`config.mk`:
```
export PLATFORM = sky130hd
export DESIGN_NAME = stream_rr_arbiter
export DESIGN_NICKNAME = d
export VERILOG_FILES = /design/src/rtl/stream_rr_arbiter.sv
export SDC_FILE = /design/constraint.sdc
export NUM_CORES = 1
export LEC_CHECK = 0
export ABC_CLOCK_PERIOD_IN_PS = 2000
export CAP_MARGIN = 20
export CORE_UTILIZATION = 31
export DETAILED_ROUTE_END_ITERATION = 8
export PLACE_DENSITY = 0.77
export SETUP_SLACK_MARGIN = 0.5
export SLEW_MARGIN = 15
export SYNTH_ARGS = -nofsm -noshare
export SYNTH_HDL_FRONTEND = slang
export SYNTH_SLANG_ARGS = --single-unit
```
`constraint.sdc`:
```
create_clock -name clk -period 2 [get_ports clk]
set_clock_uncertainty 0.2 [all_clocks]
set_input_delay 0.2 -clock clk [delete_from_list [all_inputs] [get_ports clk]]
set_output_delay 0.2 -clock clk [all_outputs]
set_load 0.01 [all_outputs]
```
`src/rtl/stream_rr_arbiter.sv`:
```
// stream_rr_arbiter: N:1 round-robin packet arbiter for a valid/ready/last stream.
// A grant is taken in IDLE (one bubble cycle) and held until the granted
// requester's last beat is accepted, so packets are never interleaved.
module stream_rr_arbiter #(
    parameter int T_DATA_WIDTH = 8,
    parameter int S_DATA_COUNT = 3,
    parameter int T_ID___WIDTH = (S_DATA_COUNT > 1) ? $clog2(S_DATA_COUNT) : 1
) (
    input  logic                                 clk,
    input  logic                                 rst,
    input  logic [T_DATA_WIDTH*S_DATA_COUNT-1:0] s_data_i,
    input  logic [S_DATA_COUNT-1:0]              s_last_i,
    input  logic [S_DATA_COUNT-1:0]              s_valid_i,
    output logic [S_DATA_COUNT-1:0]              s_ready_o,
    output logic [T_DATA_WIDTH-1:0]              m_data_o,
    output logic [T_ID___WIDTH-1:0]              m_id_o,
    output logic                                 m_last_o,
    output logic                                 m_valid_o,
    input  logic                                 m_ready_i,
    output logic                                 busy_o
);

    typedef enum logic {
        IDLE = 1'b0,
        BUSY = 1'b1
    } state_t;

    state_t                  r_state;
    state_t                  w_stateNext;
    logic [T_ID___WIDTH-1:0] r_grant;
    logic [T_ID___WIDTH-1:0] w_grantNext;
    logic [T_ID___WIDTH-1:0] r_lastGrant;
    logic [T_ID___WIDTH-1:0] w_lastGrantNext;
    logic [T_ID___WIDTH-1:0] w_winner;
    logic                    w_found;
    logic                    w_xfer;
    logic [T_DATA_WIDTH-1:0] w_lane [S_DATA_COUNT];

    // Split the packed requester data bus into one lane per requester.
    always_comb begin
        for (int k = 0; k < S_DATA_COUNT; k++) begin
            w_lane[k] = s_data_i[k*T_DATA_WIDTH +: T_DATA_WIDTH];
        end
    end

    // Cyclic search for the first valid requester after the round-robin pointer;
    // the wrap is an explicit modulo so non-power-of-2 counts (e.g. 3) wrap 2->0.
    always_comb begin
        w_found  = 1'b0;
        w_winner = '0;
        for (int k = 1; k <= S_DATA_COUNT; k++) begin
            int cand;
            cand = (int'(r_lastGrant) + k) % S_DATA_COUNT;
            if (!w_found && s_valid_i[T_ID___WIDTH'(cand)]) begin
                w_found  = 1'b1;
                w_winner = T_ID___WIDTH'(cand);
            end
        end
    end

    assign w_xfer = (r_state == BUSY) && s_valid_i[r_grant] && m_ready_i;

    // Next-state logic: grab a winner in IDLE, release only on an accepted last beat.
    always_comb begin
        w_stateNext     = r_state;
        w_grantNext     = r_grant;
        w_lastGrantNext = r_lastGrant;
        case (r_state)
            IDLE: begin
                if (w_found) begin
                    w_stateNext = BUSY;
                    w_grantNext = w_winner;
                end
            end
            BUSY: begin
                if (w_xfer && s_last_i[r_grant]) begin
                    w_stateNext     = IDLE;
                    w_lastGrantNext = r_grant;
                end
            end
            default: begin
                w_stateNext = IDLE;
            end
        endcase
    end

    // Output mux: everything is zero in IDLE; in BUSY the granted requester drives the stream.
    always_comb begin
        s_ready_o = '0;
        m_data_o  = '0;
        m_id_o    = '0;
        m_last_o  = 1'b0;
        m_valid_o = 1'b0;
        busy_o    = 1'b0;
        if (r_state == BUSY) begin
            m_data_o           = w_lane[r_grant];
            m_id_o             = r_grant;
            m_last_o           = s_last_i[r_grant];
            m_valid_o          = s_valid_i[r_grant];
            busy_o             = 1'b1;
            s_ready_o[r_grant] = m_ready_i;
        end
    end

    // State register; the pointer resets to the top index so requester 0 wins first.
    always_ff @(posedge clk) begin
        if (rst) begin
            r_state     <= IDLE;
            r_grant     <= '0;
            r_lastGrant <= T_ID___WIDTH'(S_DATA_COUNT - 1);
        end else begin
            r_state     <= w_stateNext;
            r_grant     <= w_grantNext;
            r_lastGrant <= w_lastGrantNext;
        end
    end

endmodule
```
==> results list <==
- In this run the worst hold path is classified as in -> reg.
- Number of optimization iterations in the first detailed-route pass: 4
* Placer congestion estimate: 0.840
* Effective utilization at floorplan: 34.2%
* Worst-skew pair later-pin latency: 0.25 ns
- Mean area per synthesized cell: 7.28 µm²
- Together, buffers and inverters on the worst path number 0.
* Count of cell types in the netlist: 30
* Maximum cell stage delay along the critical path: 0.34 ns
- When the netlist entered floorplanning its net count stood at 131.
* Max Clock Freq: 549 MHz
- The area growth from synthesis to layout is 100%.
- Per report_power, the clock group accounts for 20.9% of the total.
* Final hold slack: 0.314 ns
- In this run the standard cell core region covers 2020 µm².
- Leftover overflow at the end of global routing: 0
* Time the final worst path needs with I/O delays and setup: 1.82 ns
* Initial drt markers: 16
- Remaining antenna violation count: 0
- Critical Path, Cell by Cell: ha_4 -> a21boi_2 -> a221oi_2 -> o221a_1 -> a21o_1 -> a211oi_2
* Final design area excluding fillers: 1380 µm²
* Deepest clock path buffer count: 2
* Final wirelength: 2.55 mm
* Global-route usage over all layers: 19.2%
* Detailed-placement wirelength estimate: 1.74 mm
- The top cell types in the final layout, fill and taps aside, are sky130_fd_sc_hd__clkdlybuf4s50_1, sky130_fd_sc_hd__buf_2, sky130_fd_sc_hd__nand2_1.
* Die boundary height: 49.2 µm
* Final core occ: 68.4%
- The tree is rooted in a sky130_fd_sc_hd__clkbuf_4.
* WS Path Type: reg -> reg
- The initial antenna violation count is 0.
- TritonCTS built the clock tree.
- Site Rows: 16
- Data arrival at the endpoint of the critical path: 1.78 ns
- WL per Instance: 13.8 µm
- Sum of negative setup slack: 0 ns
- The final number of hold-violating endpoints is 0.
- The filler cells instantiated in the layout total 176.
- Die ar.: 2430 µm²
- Net switching component of the power: 0.000192 W
- Wire length of the first global-routing pass: 3.73 mm
- After layout, the design draws a total of 0.000570 W.
- Count of final max-slew check failures: 0
* Slowest stage cell on the critical path: sky130_fd_sc_hd__dfxtp_2
- Internal cell power: 0.000378 W
- After the last flow step, the layout net total stands at 195.
- Proportion of power drawn by flip-flops and latches: 21.1%
- Number of clock sinks: 5
* Instance area after placement: 1270 µm²
- Number of diodes added for antenna fixing: 0
- Combinational cells account for 58.0% of the total power.
- Number of endpoints failing setup at the final stage: 0
- Synthesized cell area: 692 µm²
* Worst max-slew margin expressed relative to the limit: 78.2%
- Of the available clock period, the critical path in the final layout requires 91.0%.
- The number of clock buffers added by TritonCTS is 3.
- Number of vias after detailed routing: 948
- The flow ran to the end, and the final reports show no timing, DRC or antenna violations.
- Across the run, the number of max-cap violations was 0.
* Maximum resistive drop on vdd: 0.445 mV
* Remaining DRCs: 0
- Crit end category: flop
- Of the total power, the share spent switching nets is 33.7%.
* FF+latch area: 111 µm²
- In this run the worst path has a maximum fanout of 8.
* Cell count after synthesis: 95
- Hold_buf cts: 0
- Required arrival time at the worst endpoint: 1.96 ns
- Static leakage power: 0.593 nW
* Share of synthesized area occupied by flip-flops and latches: 14.5%
- Pin slew with the least headroom to its limit: 0.325 ns
- In this run the power density over the cells is 412 nW/µm².
* Clock-pin transition on the worst setup and hold timing paths: 0.05 ns
- In this run the tool buffered the top-level ports with 48 buffer cells.
- Number of levels the H-tree was split into: 1
* Number of flip-flops and latches in the synthesized netlist: 5
- Share of cells above drive strength 1: 36.1%
- In the routed layout, each cell is associated on average with a via count of 5.12.
- Worst Setup Start Kind: flop
* Most common cell after layout, fill and taps aside: sky130_fd_sc_hd__clkdlybuf4s50_1
* Top-Level Pins: 49
- For this run, the number of Yosys warnings is 0.
- The floorplan step set the die width to 49.2 µm.
- Area of the multi-input gates: 592 µm²
* Unrepaired setup endpoints after global routing: true
- The number of global-route vias before repair is 842.
- Largest net degree at the start of global routing: 17
- Gate family responsible for the most delay along the worst path: compound AO/OA/AOI/OAI gates
==> metal layers <==
layer | vias to the layer above | track usage [%] | routed length, µm
li1 | 461 | - | -
met2 | 47 | 34.9 | 1280
met4 | 0 | 1.96 | 16
met1 | 438 | 21.1 | 1000
met5 | - | 0 | 0
met3 | 2 | 8.10 | 256
==> through the flow <==
| step | setup WS (ns) | std cells |
|---|---|---|
| final | 0.180 | 185 |
| after global placement | 0.0177 | 175 |
| after floorplan | 0.260 | 95 |
| after CTS | 0.212 | 183 |
| after detailed placement | 0.00900 | 175 |
| after global routing | 0.139 | 185 |
==> kinds of logic after synthesis <==
kind of cell | count (synthesis) | synth area share (%)
simple gates | 35 | 27.7
mux | 12 | 17.4
fa+ha+maj | 3 | 5.43
flops | 5 | 14.5
compound gates | 26 | 25.1
buf+inv | 14 | 9.95
==> power groups by stage <==
stage / logic, W / registers (W) / clock network [W]
after global placement: 0.000294 / 0.000117 / 0
after floorplan: 0.000141 / 0.000115 / 0
after global routing: 0.000354 / 0.000121 / 0.000131
after CTS: 0.000306 / 0.000119 / 0.000123
after detailed placement: 0.000299 / 0.000118 / 0
final: 0.000331 / 0.000120 / 0.000119
==> worst min-delay path, delay by kind of cell <==
kind / cells / cell delay, ns
simple gates: 1 / 0.13
compound gates: 1 / 0.12
buf+inv: 1 / 0.28
==> cells in the mapped netlist <==
cell	n	share of area, %
sky130_fd_sc_hd__a31oi_1	1	0.90
sky130_fd_sc_hd__ha_1	3	5.4
sky130_fd_sc_hd__o2bb2ai_2	1	2.2
sky130_fd_sc_hd__o32ai_1	1	1.3
sky130_fd_sc_hd__nand3_1	1	0.72
sky130_fd_sc_hd__a211oi_1	2	2.2
sky130_fd_sc_hd__nor3_1	3	2.2
sky130_fd_sc_hd__o211ai_1	1	1.1
sky130_fd_sc_hd__clkbuf_1	1	0.54
sky130_fd_sc_hd__or4b_1	1	1.4
sky130_fd_sc_hd__o21ai_1	1	0.72
sky130_fd_sc_hd__a21o_1	2	2.2
sky130_fd_sc_hd__and2_1	11	9.9
sky130_fd_sc_hd__dfxtp_1	5	14
sky130_fd_sc_hd__a21oi_1	4	2.9
sky130_fd_sc_hd__nand4_2	1	1.8
sky130_fd_sc_hd__nor2_1	2	1.1
sky130_fd_sc_hd__nand2_1	13	7.1
sky130_fd_sc_hd__mux2i_1	12	17
sky130_fd_sc_hd__a221oi_1	1	1.3
sky130_fd_sc_hd__nand3b_1	2	2.2
sky130_fd_sc_hd__buf_2	4	2.9
sky130_fd_sc_hd__buf_4	1	1.1
sky130_fd_sc_hd__inv_1	7	3.8
sky130_fd_sc_hd__a211o_1	1	1.3
sky130_fd_sc_hd__nor2b_2	1	1.3
sky130_fd_sc_hd__a21boi_1	1	1.1
sky130_fd_sc_hd__o21ai_0	9	6.5
sky130_fd_sc_hd__o221a_1	1	1.6
sky130_fd_sc_hd__buf_6	1	1.6
==> worst paths after layout <==
check | cells past startpoint | start | end | slack (ns)
min reg2reg | 2 | r_lastGrant[0] | r_lastGrant[0] | 0.32
max reg2reg | 6 | r_lastGrant[1] | r_grant[0] | 0.18
max | 6 | r_lastGrant[1] | r_grant[0] | 0.18
min | 3 | m_ready_i | r_lastGrant[1] | 0.31
==> final cells by class <==
class / count / area share, %
Clock buffer: 4 / 1.90
Inverter: 7 / 1.90
Sequential cell: 5 / 8.05
Timing Repair Buffer: 66 / 42.9
Tap cell: 27 / 2.44
Multi-Input combinational cell: 76 / 42.8
==> repair_timing <==
item | 4_1_cts | 5_1_grt
setup endpoints to repair | 21 | 19
gates cloned | 0 | 1
pin swaps | 27 | 19
buffers inserted | 4 | 1
resized for setup | 83 | 14
==> sequential cells by signal (all words and copies together), names as in the netlist <==
register and flops:
r_grant 2, r_state 1, r_lastGrant 2
No activity file was read; power rests on OpenSTA's default activity.
